<file path="src/rtl/iohub_tx_scheduler_pkg.sv">
// Shared definitions for the iohub TX scheduler: state encoding, widths and the sync byte.
package iohub_pkg;
    localparam int BYTE_W = 8;
    localparam int WORD_W = 16;

    localparam logic [BYTE_W-1:0] TXS_SYNC_BYTE = 8'hA5;

    typedef logic [1:0] txs_state_t;

    localparam txs_state_t IDLE   = 2'd0;
    localparam txs_state_t SEND_S = 2'd1;
    localparam txs_state_t SEND_H = 2'd2;
    localparam txs_state_t SEND_L = 2'd3;
endpackage

</file>
<file path="src/rtl/iohub_tx_scheduler_if.sv">
// Byte-wide valid/ready link from the scheduler (master) to the UART transmitter (slave).
interface iohub_tx_scheduler_if;
    import iohub_pkg::*;

    logic [BYTE_W-1:0] tx_byte;
    logic              tx_valid;
    logic              tx_ready;

    modport master (output tx_byte, output tx_valid, input tx_ready);
    modport slave  (input tx_byte, input tx_valid, output tx_ready);
endinterface

</file>
<file path="src/rtl/iohub_tx_scheduler_rr_arbiter.sv">
// Combinational round-robin arbiter: first pending request after ptr wins, wrapping at NREQ.
module iohub_rr_arbiter
    import iohub_pkg::*;
#(
    parameter int NREQ  = 2,
    parameter int PTR_W = 1
) (
    input  logic [NREQ-1:0]  req,
    input  logic [PTR_W-1:0] ptr,
    output logic [NREQ-1:0]  gnt,
    output logic [PTR_W-1:0] idx,
    output logic             any
);

    logic             found;
    logic [PTR_W-1:0] cand;

    always_comb begin
        gnt   = '0;
        idx   = '0;
        found = 1'b0;
        cand  = '0;
        for (int i = 1; i <= NREQ; i++) begin
            cand = PTR_W'((int'(ptr) + i) % NREQ);
            if (!found && req[cand]) begin
                found     = 1'b1;
                gnt[cand] = 1'b1;
                idx       = cand;
            end
        end
    end

    assign any = |req;

endmodule

</file>
<file path="src/rtl/iohub_tx_scheduler.sv">
// Shares the UART transmitter between NREQ word sources; each word goes out high byte first.
// Define IOHUB_TXS_SYNC_EN to prefix every frame with the sync byte 8'hA5.
//
// state  | meaning
// IDLE   | no word held; arbitrate, grant and latch a word
// SEND_S | offering the sync byte (only with IOHUB_TXS_SYNC_EN)
// SEND_H | offering word[15:8]
// SEND_L | offering word[7:0]
module iohub_tx_scheduler
    import iohub_pkg::*;
#(
    parameter int NREQ = 2
) (
    input  logic                   clk_i,
    input  logic                   rst_n_i,
    input  logic [NREQ-1:0]        req_i,
    input  logic [WORD_W*NREQ-1:0] word_i,
    output logic [NREQ-1:0]        gnt_o,
    iohub_tx_scheduler_if.master   tx_if,
    output logic                   busy_o
);

    localparam int PTR_W = (NREQ > 1) ? $clog2(NREQ) : 1;

    txs_state_t        state_q, state_d;
    logic [WORD_W-1:0] word_q, word_sel;
    logic [PTR_W-1:0]  ptr_q;

    logic [NREQ-1:0]   arb_gnt;
    logic [PTR_W-1:0]  arb_idx;
    logic              arb_any;
    logic              load;

    logic [BYTE_W-1:0] tx_byte;
    logic              tx_valid;

    iohub_rr_arbiter #(
        .NREQ  (NREQ),
        .PTR_W (PTR_W)
    ) u_arb (
        .req (req_i),
        .ptr (ptr_q),
        .gnt (arb_gnt),
        .idx (arb_idx),
        .any (arb_any)
    );

    assign load = (state_q == IDLE) && arb_any;

    always_comb begin
        word_sel = '0;
        for (int k = 0; k < NREQ; k++) begin
            if (arb_gnt[k]) word_sel = word_i[k*WORD_W +: WORD_W];
        end
    end

    always_ff @(posedge clk_i or negedge rst_n_i) begin
        if (!rst_n_i) begin
            state_q <= IDLE;
        end else begin
            state_q <= state_d;
        end
    end

    // Pointer starts at NREQ-1 so requester 0 is first after reset.
    always_ff @(posedge clk_i or negedge rst_n_i) begin
        if (!rst_n_i) begin
            word_q <= '0;
            ptr_q  <= PTR_W'(NREQ - 1);
        end else if (load) begin
            word_q <= word_sel;
            ptr_q  <= arb_idx;
        end
    end

    always_comb begin
        state_d = state_q;
        case (state_q)
            IDLE: begin
`ifdef IOHUB_TXS_SYNC_EN
                if (arb_any) state_d = SEND_S;
`else
                if (arb_any) state_d = SEND_H;
`endif
            end
`ifdef IOHUB_TXS_SYNC_EN
            SEND_S: if (tx_if.tx_ready) state_d = SEND_H;
`endif
            SEND_H: if (tx_if.tx_ready) state_d = SEND_L;
            SEND_L: if (tx_if.tx_ready) state_d = IDLE;
            default: state_d = IDLE;
        endcase
    end

    always_comb begin
        gnt_o    = '0;
        tx_valid = 1'b0;
        tx_byte  = '0;
        busy_o   = 1'b1;
        case (state_q)
            IDLE: begin
                busy_o = 1'b0;
                if (rst_n_i) gnt_o = arb_gnt;
            end
`ifdef IOHUB_TXS_SYNC_EN
            SEND_S: begin
                tx_valid = 1'b1;
                tx_byte  = TXS_SYNC_BYTE;
            end
`endif
            SEND_H: begin
                tx_valid = 1'b1;
                tx_byte  = word_q[15:8];
            end
            SEND_L: begin
                tx_valid = 1'b1;
                tx_byte  = word_q[7:0];
            end
            default: begin
                tx_valid = 1'b0;
                tx_byte  = '0;
            end
        endcase
    end

    assign tx_if.tx_byte  = tx_byte;
    assign tx_if.tx_valid = tx_valid;

endmodule

</file>
<file path="src/flat_wrapper.sv">
// flat-port wrapper written by rule: the top's interface ports become plain ports
module iohub_tx_scheduler_flat import iohub_pkg::*;
#(
    parameter int NREQ = 2
)
  (clk_i, rst_n_i, req_i, word_i, gnt_o, busy_o, tx_if_tx_byte, tx_if_tx_valid, tx_if_tx_ready);
  iohub_tx_scheduler_if tx_if_i ();
  input  logic clk_i;
  input  logic rst_n_i;
  input  logic [NREQ-1:0] req_i;
  input  logic [WORD_W*NREQ-1:0] word_i;
  output logic [NREQ-1:0] gnt_o;
  output logic busy_o;
  output wire logic [$bits(tx_if_i.tx_byte)-1:0] tx_if_tx_byte;
  output wire logic [$bits(tx_if_i.tx_valid)-1:0] tx_if_tx_valid;
  input wire logic [$bits(tx_if_i.tx_ready)-1:0] tx_if_tx_ready;
  assign tx_if_tx_byte = tx_if_i.tx_byte;
  assign tx_if_tx_valid = tx_if_i.tx_valid;
  assign tx_if_i.tx_ready = tx_if_tx_ready;
  iohub_tx_scheduler #(.NREQ(NREQ)) u_core (.clk_i(clk_i), .rst_n_i(rst_n_i), .req_i(req_i), .word_i(word_i), .gnt_o(gnt_o), .tx_if(tx_if_i), .busy_o(busy_o));
endmodule
</file>
<file path="config.mk">
export PLATFORM = sky130hd
export DESIGN_NAME = iohub_tx_scheduler_flat
export DESIGN_NICKNAME = d
export VERILOG_FILES = /design/src/rtl/iohub_tx_scheduler_pkg.sv /design/src/rtl/iohub_tx_scheduler_if.sv /design/src/rtl/iohub_tx_scheduler_rr_arbiter.sv /design/src/rtl/iohub_tx_scheduler.sv /design/src/flat_wrapper.sv
export SDC_FILE = /design/constraint.sdc
export NUM_CORES = 1
export LEC_CHECK = 0
export ABC_CLOCK_PERIOD_IN_PS = 1950
export BUFFER_PORTS_ARGS = -buffer_cell sky130_fd_sc_hd__buf_4
export CAP_MARGIN = 20
export CORE_ASPECT_RATIO = 0.6
export CORE_MARGIN = 2
export CORE_UTILIZATION = 49
export CTS_BUF_LIST = sky130_fd_sc_hd__clkbuf_8
export CTS_CLUSTER_SIZE = 20
export DETAILED_ROUTE_END_ITERATION = 10
export PLACE_DENSITY_LB_ADDON = 0.25
export SYNTH_ARGS = -nofsm -noshare
export SYNTH_HDL_FRONTEND = slang
export SYNTH_SLANG_ARGS = --single-unit
</file>
<file path="constraint.sdc">
create_clock -name clk_i -period 1.95 [get_ports clk_i]
set_clock_uncertainty 0.15 [all_clocks]
set_input_delay 0.195 -clock clk_i [delete_from_list [all_inputs] [get_ports clk_i]]
set_output_delay 0.195 -clock clk_i [all_outputs]
set_load 0.05 [all_outputs]
</file>
Word level (Yosys, flattened, before mapping)
Index checks and enable logic that the tools add are counted.

$add $sub $neg: 2. Order comparisons: 4. Equality and inequality tests: 5. Muxes and demuxes: 24. Bitwise logic cells: 1. Reductions and logical operators: 9.

Operator list (count): $mux 16 (2); $pmux 8 s2 (1); $mux 2 (7); $mux 1 (11); $pmux 2 s3 (1); $eq 2x2->1 const B (2); $logic_and 1x1->1 (4); $lt 1x2->1 const B (2); $ne 2x2->1 const B (2); $reduce_or 2->1 (2); $reduce_and 3->1 (1); $add 1x1->1 const B (2); $demux 1 s1 (2); $ge 1x1->1 const B (2); $logic_not 2->1 (1); $ne 2x1->1 const B (1); $or 2x2->2 (1); $logic_not 1->1 (1).

Register bits: 19. Word-level logic and storage cells: 48.

Longest topological paths before layout
Gate-level depths: netlist of the first run.

Word-level depth: 10. Gate-level depth with buffers: 6. Gate-level depth less buffers: 3.

Modules after synthesis
Synthesis of the first run repeated with hierarchy kept, for this count alone.

Cells, all modules: 111. Area, all modules: 1121.1 µm².

By module, submodules not included: iohub_tx_scheduler (times used 1, cells an instance 106, area an instance 1088.5 µm², seq. area each 476.7 µm²); iohub_rr_arbiter (times used 1, cells an instance 5, area an instance 32.5 µm², seq. area each 0.0 µm²).

Worst setup path before layout of the first run
Ideal clock, no wire load.

Path kind: flip-flop to output port. From: reg u_core.ptr_q. To: out gnt_o[0]. Arrival: 1.461 ns. Setup slack: 0.144 ns. Stages on the path, launching flop included: 5. Cell sequence: dfstp_2 -> nand2b_1 -> buf_2 -> buf_2 -> and4_1.

Longest elaborated chain between the ends: 10. Elaborated cells between the ends (all ways): 24. Those cells by class: add/sub (2); order compare (4); mux (13); bitwise (1); reduce/logical (4).

RTL lines: from (decl) (line iohub_tx_scheduler.sv:27) `logic [PTR_W-1:0] ptr_q;`; from (signal assigned) (line iohub_tx_scheduler.sv:69) `ptr_q <= PTR_W'(NREQ - 1);`; from (signal assigned) (line iohub_tx_scheduler.sv:72) `ptr_q <= arb_idx;`; $add 1x1->1 (line iohub_tx_scheduler_rr_arbiter.sv:24) `cand = PTR_W'((int'(ptr) + i) % NREQ);`; $lt 1x2->1 (implied by the code) / $ge 1x1->1 (equally long branches) (line iohub_tx_scheduler_rr_arbiter.sv:27) `gnt[cand] = 1'b1;`; $logic_and 1x1->1 (implied by the code) (line iohub_tx_scheduler_rr_arbiter.sv:27); $mux 1 (implied by the code) (line iohub_tx_scheduler_rr_arbiter.sv:27); $demux 1 s1 (line iohub_tx_scheduler_rr_arbiter.sv:27); $mux 2 (line iohub_tx_scheduler_rr_arbiter.sv:25) `if (!found && req[cand]) begin`; $or 2x2->2 (no source line); $mux 2 (*) (line iohub_tx_scheduler_rr_arbiter.sv:25); $mux 2 (*) (line iohub_tx_scheduler.sv:103) `if (rst_n_i) gnt_o = arb_gnt;`; $mux 2 (*) (line iohub_tx_scheduler.sv:100) `case (state_q)`; to (decl) (line flat_wrapper.sv:12) `output logic [NREQ-1:0] gnt_o;`.

Mark *: on every way between the ends. The rest lies on a longest branch, timed or not. The select of a mux whose other input is x is not followed.

Worst setup path after layout of the first run
From: reg u_core.ptr_q. To: out gnt_o[1].

Same word-level chain as after synthesis.

==> results of run 1 <==
## layer usage
layer | vias to the layer above | track usage | part of all wire
met1 | 517 | 0.298 | 0.45
met2 | 37 | 0.391 | 0.50
li1 | 511 | - | -
met3 | 2 | 0.0632 | 0.054
met5 | - | 0 | 0
met4 | 0 | 0.0459 | 0.0014
## power by group
group / internal, mW / switching, mW / total [mW]
sequential: 0.608 / 0.120 / 0.728
clock: 0.140 / 0.123 / 0.263
combinational: 0.635 / 1.11 / 1.75
total: 1.38 / 1.36 / 2.74
## flip-flops by register name, indices dropped and copies added (netlist names)
signal          count
u_core.ptr_q        1
u_core.state_q      2
u_core.word_q      16
## cells by family after synthesis
| family | Yosys count | share of synthesized area |
|---|---|---|
| and+or+nand+nor | 17 | 0.0940 |
| AOI/OAI and AO/OA | 52 | 0.323 |
| buffers and inverters | 15 | 0.0830 |
| xor gates and xnor gates | 1 | 0.00774 |
| DFF | 19 | 0.421 |
| muxes | 8 | 0.0708 |
## synthesized netlist by cell type, drive strengths merged
cell and number:
and3 1, buf 8, a21oi 34, dfrtp 18, inv 1, and2 2, a31oi 1, a32oi 16
a21boi 1, or2 1, mux2i 8, nand2b 2, and4 1, nor2b 8, dfstp 1, nor2 2
clkbuf 6, xor2 1
## critical path, stage by stage, from the launching register on
cell      delay, ps
dfstp_2         400
a21boi_4        410
and3_1          220
buf_4           190
## worst paths after layout
path	startpoint	end	slack, ps	depth (start not counted)
worst max-delay path	u_core.ptr_q	gnt_o[1]	140	3
max in group asynchronous	rst_n_i	u_core.ptr_q	1180	2
worst max register to register	u_core.state_q[0]	u_core.word_q[2]	420	4
min in group asynchronous	rst_n_i	u_core.word_q[7]	200	2
worst min-delay path	tx_if_tx_ready	u_core.state_q[1]	70	3
worst min register to register	u_core.word_q[12]	u_core.word_q[12]	360	2
## what timing repair did
action,4_1_cts,5_1_grt
hold buffers,1,0
setup endpoints to repair,1,0
gates resized for setup,1,0
hold endpoints to repair,19,0
## layout make-up
class / count / share of cell area
clock buffer: 3 / 0.0267
clock inverter: 1 / 0.00243
inverter: 1 / 0.00243
multi-input combinational: 78 / 0.367
sequential: 19 / 0.308
tap: 30 / 0.0243
timing repair buffer: 55 / 0.269
==> flow_metrics.env, run 1 <==
export IMPL_syn_nets=149
export IMPL_hold_ws_ps=68.5
export IMPL_drt_first_pass_iters=4
export IMPL_hold_class="in2reg"
export IMPL_grt_max_degree=22
export IMPL_cts_tree="built"
export IMPL_area_delta_synth_final_pct=36.7
export IMPL_cp_required_ps=1600
export IMPL_place_inst=182
export IMPL_vdd_ir_drop_worst_mv=1.01
export IMPL_post_route_drc_count=0
export IMPL_leakagePower_nw=0.686
export IMPL_io_pins=49
export IMPL_synth_distinct_cells=22
export IMPL_layout_drive_gt1_share=0.446
export IMPL_hpwl_um=2100
export IMPL_arrival_ps=1470
export IMPL_wl_um=2830
export IMPL_power_mw=2.74
export IMPL_cts_buffers=3
export IMPL_grt_pass1_vias=997
export IMPL_start_kind="register"
export IMPL_mappedNetlistArea_um2=1130
export IMPL_routabilityCongestion=0.779
export IMPL_synth_area_leaders="dfrtp_1 40%, a32oi_1 12%, a21oi_1 11%"
export IMPL_end_kind="output pin"
export IMPL_insertedDiodeCount=0
export IMPL_worstSkewPairLatency_ps=250
export IMPL_port_buffers=48
export IMPL_h_tree_depth=1
export IMPL_slew_viol_final=0
export IMPL_most_common_layout_cells="54 x buf_4, 24 x a21oi_1, 18 x dfrtp_1"
export IMPL_setup_viol=0
export IMPL_outcome="finished clean"
export IMPL_die_width_um=66.0
export IMPL_final_util=0.710
export IMPL_vias=1067
export IMPL_multi_input_area_um2=568
export IMPL_tightest_slew_ps=575
export IMPL_avgRoutedWirePerCell_um=15.2
export IMPL_avgViaCountPerCell=5.71
export IMPL_finalSetupTns_ps=0
export IMPL_yosysTopAreaCellShare=0.398
export IMPL_synth_yosys_warnings=0
export IMPL_cts_reportedPaths_clkPinSlew_ps=70
export IMPL_antenna_found_initial=0
export IMPL_final_setup_worst_slack_ps=140
export IMPL_yosysSeqAreaShare=0.421
export IMPL_post_place_ws_ps=203
export IMPL_clockBufferDepth=2
export IMPL_power_density_nw_per_um2=1770
export IMPL_overflow=0
export IMPL_placed_area_um2=1480
export IMPL_max_freq_mhz=552
export IMPL_fill_cells=180
export IMPL_die_area_um2=2720
export IMPL_fin_crit_ps=1810
export IMPL_synthCells=112
export IMPL_slew_headroom=0.616
export IMPL_final_cells=187
export IMPL_seqCellArea_um2=477
export IMPL_nets=195
export IMPL_post_cts_buffers=0
export IMPL_root_buffer="clkbuf_8"
export IMPL_period_share=0.928
export IMPL_core_area_um2=2180
export IMPL_drt_iter0_drc=57
export IMPL_cts_sinks=19
export IMPL_cap_viol_max_count=0
export IMPL_cp_max_fo=17
export IMPL_grt_usage=0.228
export IMPL_worst_setup_path_type="reg2out"
export IMPL_rows=13
export IMPL_avgSynthCellArea_um2=10.1
export IMPL_yosysTopAreaCell="dfrtp_1"
export IMPL_grt_pass1_wl_um=4510
export IMPL_synth_seq_cells=19
export IMPL_die_height_um=41.2
export IMPL_design_area_um2=1550
export IMPL_rsz0062_at_grt="no"
export IMPL_initial_core_util=0.519
export IMPL_hold_viol_final=0
export IMPL_drt_antenna_violating_nets=0
export IMPL_final_common_cell="buf_4"
Note: power is estimated with default switching activity, not from simulation.
==> run 2: changes to the inputs <==
--- a/config.mk
+++ b/config.mk
@@ -5,12 +5,13 @@
 export SDC_FILE = /design/constraint.sdc
 export NUM_CORES = 1
 export LEC_CHECK = 0
+export ABC_AREA = 1
 export ABC_CLOCK_PERIOD_IN_PS = 1950
 export BUFFER_PORTS_ARGS = -buffer_cell sky130_fd_sc_hd__buf_4
 export CAP_MARGIN = 20
 export CORE_ASPECT_RATIO = 0.6
 export CORE_MARGIN = 2
-export CORE_UTILIZATION = 49
+export CORE_UTILIZATION = 50
 export CTS_BUF_LIST = sky130_fd_sc_hd__clkbuf_8
 export CTS_CLUSTER_SIZE = 20
 export DETAILED_ROUTE_END_ITERATION = 10
==> flow_metrics.env, run 2 <==
export IMPL_h_tree_depth=1
export IMPL_post_route_drc_count=0
export IMPL_yosys_top_cells_count="75 x nand2_1, 50 x nand3_1, 18 x dfrtp_1"
export IMPL_routabilityCongestion=0.851
export IMPL_internal_power_mw=1.13
export IMPL_avgSynthCellArea_um2=7.12
export IMPL_synth_distinct_cells=18
export IMPL_power_mw=2.35
export IMPL_met2_usage=0.408
export IMPL_fin_crit_ps=1860
export IMPL_drt_first_pass_iters=4
export IMPL_synth_area_leaders="dfrtp_1 37%, nand2_1 23%, nand3_1 20%"
export IMPL_cap_viol_max_count=0
export IMPL_seqPwrFrac=0.327
export IMPL_grt_max_degree=22
export IMPL_hold_ws_ps=63.1
export IMPL_cts_tree="built"
export IMPL_avgViaCountPerCell=5.42
export IMPL_hpwl_um=2490
export IMPL_port_buffers=48
export IMPL_seqCellArea_um2=477
export IMPL_yosysTopAreaCell="dfrtp_1"
export IMPL_rsz0062_at_grt="no"
export IMPL_grt_busiest_layer="met2"
export IMPL_die_area_um2=2870
export IMPL_wl_um=3350
export IMPL_mappedNetlistArea_um2=1220
export IMPL_antenna_found_initial=0
export IMPL_max_freq_mhz=538
export IMPL_cts_reportedPaths_clkPinSlew_ps=60
export IMPL_final_util=0.712
export IMPL_regToRegStartpoint="u_core.state_q[1]"
export IMPL_synthCells=172
export IMPL_cp_required_ps=1600
export IMPL_p_sw_frac=0.520
export IMPL_pwr_share_comb=0.562
export IMPL_avgRoutedWirePerCell_um=13.7
export IMPL_initial_core_util=0.546
export IMPL_insertedDiodeCount=0
export IMPL_multi_input_area_um2=626
export IMPL_grt_usage=0.262
export IMPL_largest_register="u_core.word_q"
export IMPL_outcome="finished clean"
export IMPL_synth_seq_cells=19
export IMPL_drt_iter0_drc=103
export IMPL_arrival_ps=1510
export IMPL_layout_drive_gt1_share=0.285
export IMPL_synth_yosys_warnings=0
export IMPL_cts_sinks=19
export IMPL_fill_cells=207
export IMPL_yosysTopAreaCellShare=0.368
export IMPL_reg_largest_list="u_core.word_q x16, u_core.state_q x2, u_core.ptr_q x1"
export IMPL_grt_use_met3=0.0806
export IMPL_final_common_cell="nand2_1"
export IMPL_power_density_nw_per_um2=1470
export IMPL_die_width_um=67.9
export IMPL_synth_most_common_cell="nand2_1"
export IMPL_period_share=0.952
export IMPL_start_kind="register"
export IMPL_drt_antenna_violating_nets=0
export IMPL_yosysSeqAreaShare=0.389
export IMPL_vdd_ir_drop_worst_mv=0.506
export IMPL_worstSkewPairLatency_ps=250
export IMPL_p_sw_mw=1.22
export IMPL_rows=13
export IMPL_grt_pass1_wl_um=5470
export IMPL_slew_viol_final=0
export IMPL_core_area_um2=2240
export IMPL_hold_class="in2reg"
export IMPL_io_pins=49
export IMPL_synth_edf_count=0
export IMPL_die_height_um=42.3
export IMPL_overflow=0
export IMPL_worst_setup_path_type="reg2out"
export IMPL_most_common_layout_cells="75 x nand2_1, 50 x nand3_1, 48 x buf_4"
export IMPL_vias=1323
export IMPL_end_kind="output pin"
export IMPL_syn_nets=209
export IMPL_ys_flop_type="dfrtp_1"
export IMPL_area_delta_synth_final_pct=30.4
export IMPL_root_buffer="clkbuf_8"
export IMPL_cp_max_fo=19
export IMPL_leakagePower_nw=0.907
export IMPL_async_flop_share=1.00
export IMPL_largest_reg_flops=16
export IMPL_hold_viol_final=0
export IMPL_hp_start="tx_if_tx_ready"
export IMPL_cts_buffers=3
export IMPL_tightest_slew_ps=615
export IMPL_grt_pass1_vias=1190
export IMPL_gr_usage_met1=0.364
export IMPL_slew_headroom=0.590
export IMPL_clkPwrFrac=0.112
export IMPL_startpoint="u_core.state_q[1]"
export IMPL_setup_viol=0
export IMPL_nets=252
export IMPL_finalSetupTns_ps=0
export IMPL_clockBufferDepth=2
run 2: cell count changes in the layout (fill, tap and decap cells not counted), sizes merged, moves of 2 or more:
| cell | delta |
|---|---|
| o21ai | +3 |
| inv | +4 |
| nor2b | -8 |
| nand2b | -2 |
| buf | -5 |
| nor2 | +2 |
| a21oi | -34 |
| nand2 | +78 |
| nand3 | +50 |
| a32oi | -16 |
| and2 | -2 |
| mux2i | -8 |
run 2: cell families (layout without fill, tap and decap cells):
family / count (synthesis) / after routing / synth area share
flip-flops: 19 / 19 / 0.389
AND/OR/NAND/NOR: 132 / 132 / 0.492
buffers and inverters: 17 / 59 / 0.100
AO/OA/AOI/OAI: 4 / 4 / 0.0184
run 2: critical path, stage by stage, from the launching register on:
cell and delay, ps:
dfrtp_1 740, nand3_1 190, nand2_1 130, buf_4 200
run 2: final timing paths:
path | end | slack (ps) | cells after the start
max in group asynchronous | u_core.ptr_q | 1200 | 2
min | u_core.state_q[0] | 60 | 3
max | tx_if_tx_byte[2] | 90 | 3
min reg2reg | u_core.word_q[5] | 340 | 2
min in group asynchronous | u_core.word_q[14] | 210 | 2
max reg2reg | u_core.word_q[0] | 320 | 6
run 2: repair_timing:
action	in CTS	in global routing
hold buffers	1	0
endpoints found under the hold margin	19	0
gates resized for setup	0	1
buffers inserted	0	0
setup endpoints to repair	0	1
run 2: power by group through the flow:
stage	clock [mW]	sequential (mW)	combinational, mW
floorplan	0	0.646	1.11
global placement	0	0.748	1.27
detailed placement	0	0.764	1.31
CTS	0.262	0.762	1.32
global route	0.285	0.792	1.44
finish	0.262	0.768	1.32
run 2: metal layers:
layer	vias to the layer above	routed length (um)
met5	-	0
met4	0	27
met3	5	360
met2	78	1500
met1	600	1460
li1	640	-
run 2: per-stage QoR:
stage / instances / instance area, um^2 / setup slack (ps)
after global placement: 239 / 1540 / 403
after detailed placement: 239 / 1540 / 350
after CTS: 244 / 1590 / 103
after global routing: 244 / 1600 / 13.1
after floorplan: 172 / 1220 / 14.0
final: 244 / 1600 / 92.9
run 2: final cells by class:
type,count,share of cell area
timing repair buffer,50,0.239
multi-input combinational,136,0.392
sequential,19,0.298
inverter,5,0.0196
clock buffer,3,0.0258
tap,30,0.0235
clock inverter,1,0.00235
